--- src/rtl/pasta_pkg.sv ---
// Shared PASTA datapath constants and the lane type used by the encryption and decryption stages.
package pasta_pkg;
    localparam int BITLEN  = 17;
    localparam int Q       = 65537;
    localparam int PASTA_S = 32;

    typedef logic [BITLEN-1:0] lane_t;
endpackage

--- src/rtl/pasta_modsub_lane.sv ---
// Single-lane (a - b) mod Q for the decryption combiner.
// PASTA_DEC_RANGE_CHECK_EN adds an out-of-range flag on a and forces the lane result to 0.
module pasta_modsub_lane
    import pasta_pkg::*;
#(
    parameter int BITLEN = pasta_pkg::BITLEN,
    parameter int Q      = pasta_pkg::Q
) (
    input  logic [BITLEN-1:0] a,
    input  logic [BITLEN-1:0] b,
`ifdef PASTA_DEC_RANGE_CHECK_EN
    output logic              oor,
`endif
    output logic [BITLEN-1:0] res
);
    localparam logic [BITLEN:0] Q_EXT = (BITLEN+1)'(Q);

    logic [BITLEN:0]   diff;
    logic [BITLEN-1:0] wrapped;

    always_comb begin
        diff = {1'b0, a} - {1'b0, b};
        // Borrow case adds Q back; the sum always fits in BITLEN for in-range inputs.
        wrapped = BITLEN'((a >= b) ? diff : diff + Q_EXT);
    end

`ifdef PASTA_DEC_RANGE_CHECK_EN
    assign oor = ({1'b0, a} >= Q_EXT);
    assign res = oor ? '0 : wrapped;
`else
    assign res = wrapped;
`endif
endmodule

--- src/rtl/pasta_dec_sub.sv ---
// PASTA decryption combiner: keystream FIFO, lane-wise ct - ks mod Q, registered output with backpressure.
// Optional range check on ciphertext lanes is enabled by defining PASTA_DEC_RANGE_CHECK_EN.
module pasta_dec_sub
    import pasta_pkg::*;
#(
    parameter int BITLEN   = pasta_pkg::BITLEN,
    parameter int Q        = pasta_pkg::Q,
    parameter int PASTA_S  = pasta_pkg::PASTA_S,
    parameter int KS_DEPTH = 2
) (
    input  logic                          clk,
    input  logic                          rst,
    input  logic [BITLEN*PASTA_S-1:0]     ks_data,
    input  logic                          ks_valid,
    output logic                          ks_ready,
    input  logic [BITLEN*PASTA_S-1:0]     ct_data,
    input  logic                          ct_valid,
    output logic                          ct_ready,
    output logic [BITLEN*PASTA_S-1:0]     pt_data,
    output logic                          pt_valid,
    input  logic                          pt_ready,
    output logic                          pt_err,
    output logic [$clog2(KS_DEPTH):0]     ks_level
);
    localparam int PW = $clog2(KS_DEPTH);
    localparam int LW = PW + 1;
    localparam int DW = BITLEN * PASTA_S;
    localparam logic [LW-1:0] LVL_FULL = LW'(KS_DEPTH);

    logic [DW-1:0] mem_q [KS_DEPTH];
    logic [PW-1:0] wr_ptr_q, wr_ptr_d, rd_ptr_q, rd_ptr_d;
    logic [LW-1:0] level_q, level_d;
    logic [DW-1:0] pt_data_q, pt_data_d;
    logic          pt_valid_q, pt_valid_d;
    logic          pt_err_q, pt_err_d;

    logic          push, fire, out_free;
    logic [DW-1:0] ks_head, lane_res;

    // Readiness looks only at registered occupancy, so a pop never frees a slot for a same-cycle push.
    assign ks_ready = (level_q != LVL_FULL);
    assign push     = ks_valid && ks_ready;
    assign out_free = !pt_valid_q || pt_ready;
    assign fire     = ct_valid && (level_q != '0) && out_free;
    assign ct_ready = fire;
    assign ks_head  = mem_q[rd_ptr_q];

`ifdef PASTA_DEC_RANGE_CHECK_EN
    logic [PASTA_S-1:0] lane_oor;
`endif

    for (genvar gi = 0; gi < PASTA_S; gi++) begin : g_lane
        pasta_modsub_lane #(
            .BITLEN(BITLEN),
            .Q     (Q)
        ) u_lane (
            .a  (ct_data[gi*BITLEN +: BITLEN]),
            .b  (ks_head[gi*BITLEN +: BITLEN]),
`ifdef PASTA_DEC_RANGE_CHECK_EN
            .oor(lane_oor[gi]),
`endif
            .res(lane_res[gi*BITLEN +: BITLEN])
        );
    end

    always_comb begin
        wr_ptr_d = wr_ptr_q;
        rd_ptr_d = rd_ptr_q;
        level_d  = level_q;
        if (push) wr_ptr_d = wr_ptr_q + PW'(1);
        if (fire) rd_ptr_d = rd_ptr_q + PW'(1);
        case ({push, fire})
            2'b10:   level_d = level_q + LW'(1);
            2'b01:   level_d = level_q - LW'(1);
            default: level_d = level_q;
        endcase
    end

    always_comb begin
        pt_valid_d = pt_valid_q;
        pt_data_d  = pt_data_q;
        pt_err_d   = pt_err_q;
        if (fire) begin
            pt_valid_d = 1'b1;
            pt_data_d  = lane_res;
`ifdef PASTA_DEC_RANGE_CHECK_EN
            pt_err_d   = |lane_oor;
`endif
        end else if (pt_ready) begin
            pt_valid_d = 1'b0;
        end
    end

    always_ff @(posedge clk or posedge rst) begin
        if (rst) begin
            wr_ptr_q   <= '0;
            rd_ptr_q   <= '0;
            level_q    <= '0;
            pt_valid_q <= 1'b0;
            pt_data_q  <= '0;
            pt_err_q   <= 1'b0;
        end else begin
            wr_ptr_q   <= wr_ptr_d;
            rd_ptr_q   <= rd_ptr_d;
            level_q    <= level_d;
            pt_valid_q <= pt_valid_d;
            pt_data_q  <= pt_data_d;
            pt_err_q   <= pt_err_d;
        end
    end

    // Storage needs no reset: clearing the pointers and level discards its contents.
    always_ff @(posedge clk) begin
        if (push) mem_q[wr_ptr_q] <= ks_data;
    end

    assign pt_valid = pt_valid_q;
    assign pt_data  = pt_data_q;
    assign ks_level = level_q;
`ifdef PASTA_DEC_RANGE_CHECK_EN
    assign pt_err = pt_err_q;
`else
    assign pt_err = 1'b0;
`endif
endmodule

--- config.mk ---
export PLATFORM = sky130hd
export DESIGN_NAME = pasta_dec_sub
export DESIGN_NICKNAME = d
export VERILOG_FILES = /design/src/rtl/pasta_pkg.sv /design/src/rtl/pasta_modsub_lane.sv /design/src/rtl/pasta_dec_sub.sv
export SDC_FILE = /design/constraint.sdc
export NUM_CORES = 2
export LEC_CHECK = 0
export BUFFER_PORTS_ARGS = -buffer_cell sky130_fd_sc_hd__buf_2
export CAP_MARGIN = 5
export CORE_AREA = 2 2 637 639
export DETAILED_ROUTE_END_ITERATION = 10
export DIE_AREA = 0 0 639 641
export PLACE_DENSITY_LB_ADDON = 0.12
export SLEW_MARGIN = 20
export SYNTH_ARGS = -nofsm -noshare
export SYNTH_HDL_FRONTEND = slang
export SYNTH_SLANG_ARGS = --single-unit
--- constraint.sdc ---
create_clock -name clk -period 67.2 [get_ports clk]
set_clock_uncertainty 0.05 [all_clocks]
set_input_delay 6.72 -clock clk [delete_from_list [all_inputs] [get_ports clk]]
set_output_delay 6.72 -clock clk [all_outputs]
set_load 0.01 [all_outputs]
==> out/metrics.yaml <==
core_sq_um: 402000
drt_pass1_iterations: 6
avgSynthCellArea_sq_um: 10.89
postPlaceCellArea_sq_um: 110800
yosys-top-cells-count: "1,088 x edfxtp_1, 927 x nand2_1, 719 x o21ai_0, 673 x ha_1, 553 x mux2i_1"
layout-drive-gt1-share: 0.2055
crit_path_end: "ct_ready"
clock-sinks: 1637
cts.path.max_buffers: 4
clk_latency_ps: 970
syn_to_final_growth_pct: 22.99
chipHeight_um: 641
numCtsBuffers: 216
grt_max_degree: 213
startpoint_type: "primary input"
cts.htree.levels: 4
grt_use_met3: 0.05417
dpl.hpwl_mm: 347.6
critPathMaxFanout: 83
detail_route.vias_per_cell: 4.792
reg2reg_depth: 14
port_buffers: 1641
wl_per_cell_um: 26.13
worst_pin_slew_ps: 1056
synthCells: 8858
ios: 1643
grt_pass1_wl_mm: 581.4
clk_pin_slew_ps: 50
initial_core_util: 0.2400
tritoncts: "built"
setup-tns-final_ps: 0
die_w_um: 639
outcome: "finished clean"
ys_top_cells_by_area: "edfxtp_1 34%, dfrtp_1 14%, ha_1 8.7%"
synth_ff_type: "edfxtp_1"
top_usage_layer: "met2"
slew-limit-headroom: 0.2944
yosysMostFrequentCell: "edfxtp_1"
final_nets: 12310
synth_seq_area_share: 0.4811
synth_area_sq_um: 96470
ant_nets: 0
period_share: 0.2336
yosys.area.top_type: "edfxtp_1"
fmax_ghz: 0.06370
final_util: 0.2951
synth_top_area_share: 0.3387
final_cell_area_sq_um: 118700
drc: 0
multiInputGateArea_sq_um: 48140
grt_pass1_vias: 75590
vias: 77710
rsz0062_at_grt: "false"
max_cap_viol_count: 0
r2r-end: "pt_data[457]"
cts_resized: 0
hold_ws_ps: 418.8
hold_class: "reg -> reg"
dieArea_sq_um: 409600
r2r-start: "rd_ptr_q"
drtIter0Drc: 5185
arrival_ps: 8930
grt_usage: 0.1984
critical_path_class: "in -> out"
antenna_found_initial: 463
setup_viol: 0
yosysWarnings: 0
powerDensity_nw_per_um2: 51.78
end_kind: "output pin"
syn_nets: 10660
peakVddDrop_mv: 0.03979
ctsHoldBuffers: 0
post_cts_buffers: 0
clock-root-buffer: "clkbuf_16"
gp_congestion: 0.9051
overflow: 0
startpoint: "ct_valid"
finalHoldViolCount: 0
yosysUniqueCellTypes: 115
async_reset_ff_frac: 0.3354
grtUsageMet1: 0.2304
fill_cells: 41790
synth_seq_cells: 1637
ff2ff_setup_slack_ps: 60430
worstPathRequired_ps: 60430
totalWireLength_mm: 423.8
leakage_uw: 0.04920
drv_slew: 0
placement_rows: 233
synth_edf_count: 1088
grtUsageMet2: 0.3369
min_period_ps: 15700
regArea_sq_um: 46410
-- placed cells by master, fill, tap and decap left out, types with 253 or more instances in the layout --
master | Yosys | final
o21ai_0 | 719 | 718
xnor2_1 | 507 | 507
a21oi_1 | 403 | 403
xor2_1 | 390 | 390
nand2_1 | 927 | 927
inv_1 | 255 | 253
edfxtp_1 | 1088 | 1088
mux2i_1 | 553 | 552
buf_2 | 6 | 1641
nor2_1 | 401 | 400
dfrtp_1 | 549 | 548
ha_1 | 673 | 673
-- cell families (layout without fill, tap and decap cells) --
logic type / Yosys count / in the layout / share of synthesized area
XOR/XNOR: 898 / 898 / 0.08161
flip-flops: 1637 / 1637 / 0.4811
other: 1 / 230 / 0.00003887
adder cells (fa/ha/maj): 705 / 705 / 0.09393
AO/OA/AOI/OAI: 1996 / 1996 / 0.1317
buffers and inverters: 512 / 2355 / 0.02015
multiplexers: 601 / 601 / 0.06298
AND/OR/NAND/NOR: 2508 / 2508 / 0.1286
-- layer usage --
layer / vias up / wire, um / part of all wire
li1: 36420 / - / -
met1: 37540 / 168300 / 0.40
met2: 2603 / 205700 / 0.49
met3: 1040 / 28610 / 0.068
met4: 98 / 20530 / 0.048
met5: - / 635 / 0.0015
-- worst min-delay path by stage --
stage               cells past startpoint  slack (ps)            to    startpoint
floorplan                               1         410      wr_ptr_q      wr_ptr_q
global placement                        2         410  pt_data[444]  pt_data[444]
detailed placement                      2         400  pt_data[227]  pt_data[227]
CTS                                     2         430  pt_data[227]  pt_data[227]
global route                            2         450  pt_data[166]  pt_data[166]
finish                                  2         420  pt_data[166]  pt_data[166]
-- critical path: stages --
cell	delay, ps
buf_2	90
o21ai_1	520
nand2b_4	820
inv_4	430
buf_2	270
-- report_power, final --
group	total [uW]	switching [uW]	internal [uW]
registers	1570	145	1430
clock network	1190	498	692
logic	3380	2170	1210
-- final cells by class --
| cell class | count | area share |
|---|---|---|
| Antenna cell | 229 | 0.004830 |
| Multi-Input combinational cell | 6709 | 0.4058 |
| Timing Repair Buffer | 1695 | 0.07337 |
| Clock inverter | 111 | 0.01021 |
| Sequential cell | 1637 | 0.3912 |
| Clock buffer | 293 | 0.05072 |
| Inverter | 256 | 0.008183 |
| Tap cell | 5287 | 0.05575 |
-- flip-flops by register name, summed over array words and instances, names as in the netlist --
register / count
pt_valid: 1
mem_q: 1088
rd_ptr_q: 1
pt_data: 544
ks_level: 2
wr_ptr_q: 1
-- through the flow --
step	instances	power, uW	worst slack, ps
floorplan	8858	3905	36380
global placement	15580	4977	51460
detailed placement	15580	4994	51470
CTS	15990	6223	51470
global route	16150	6595	51400
finish	16220	6144	51500
(Power assumes the default switching activity.)
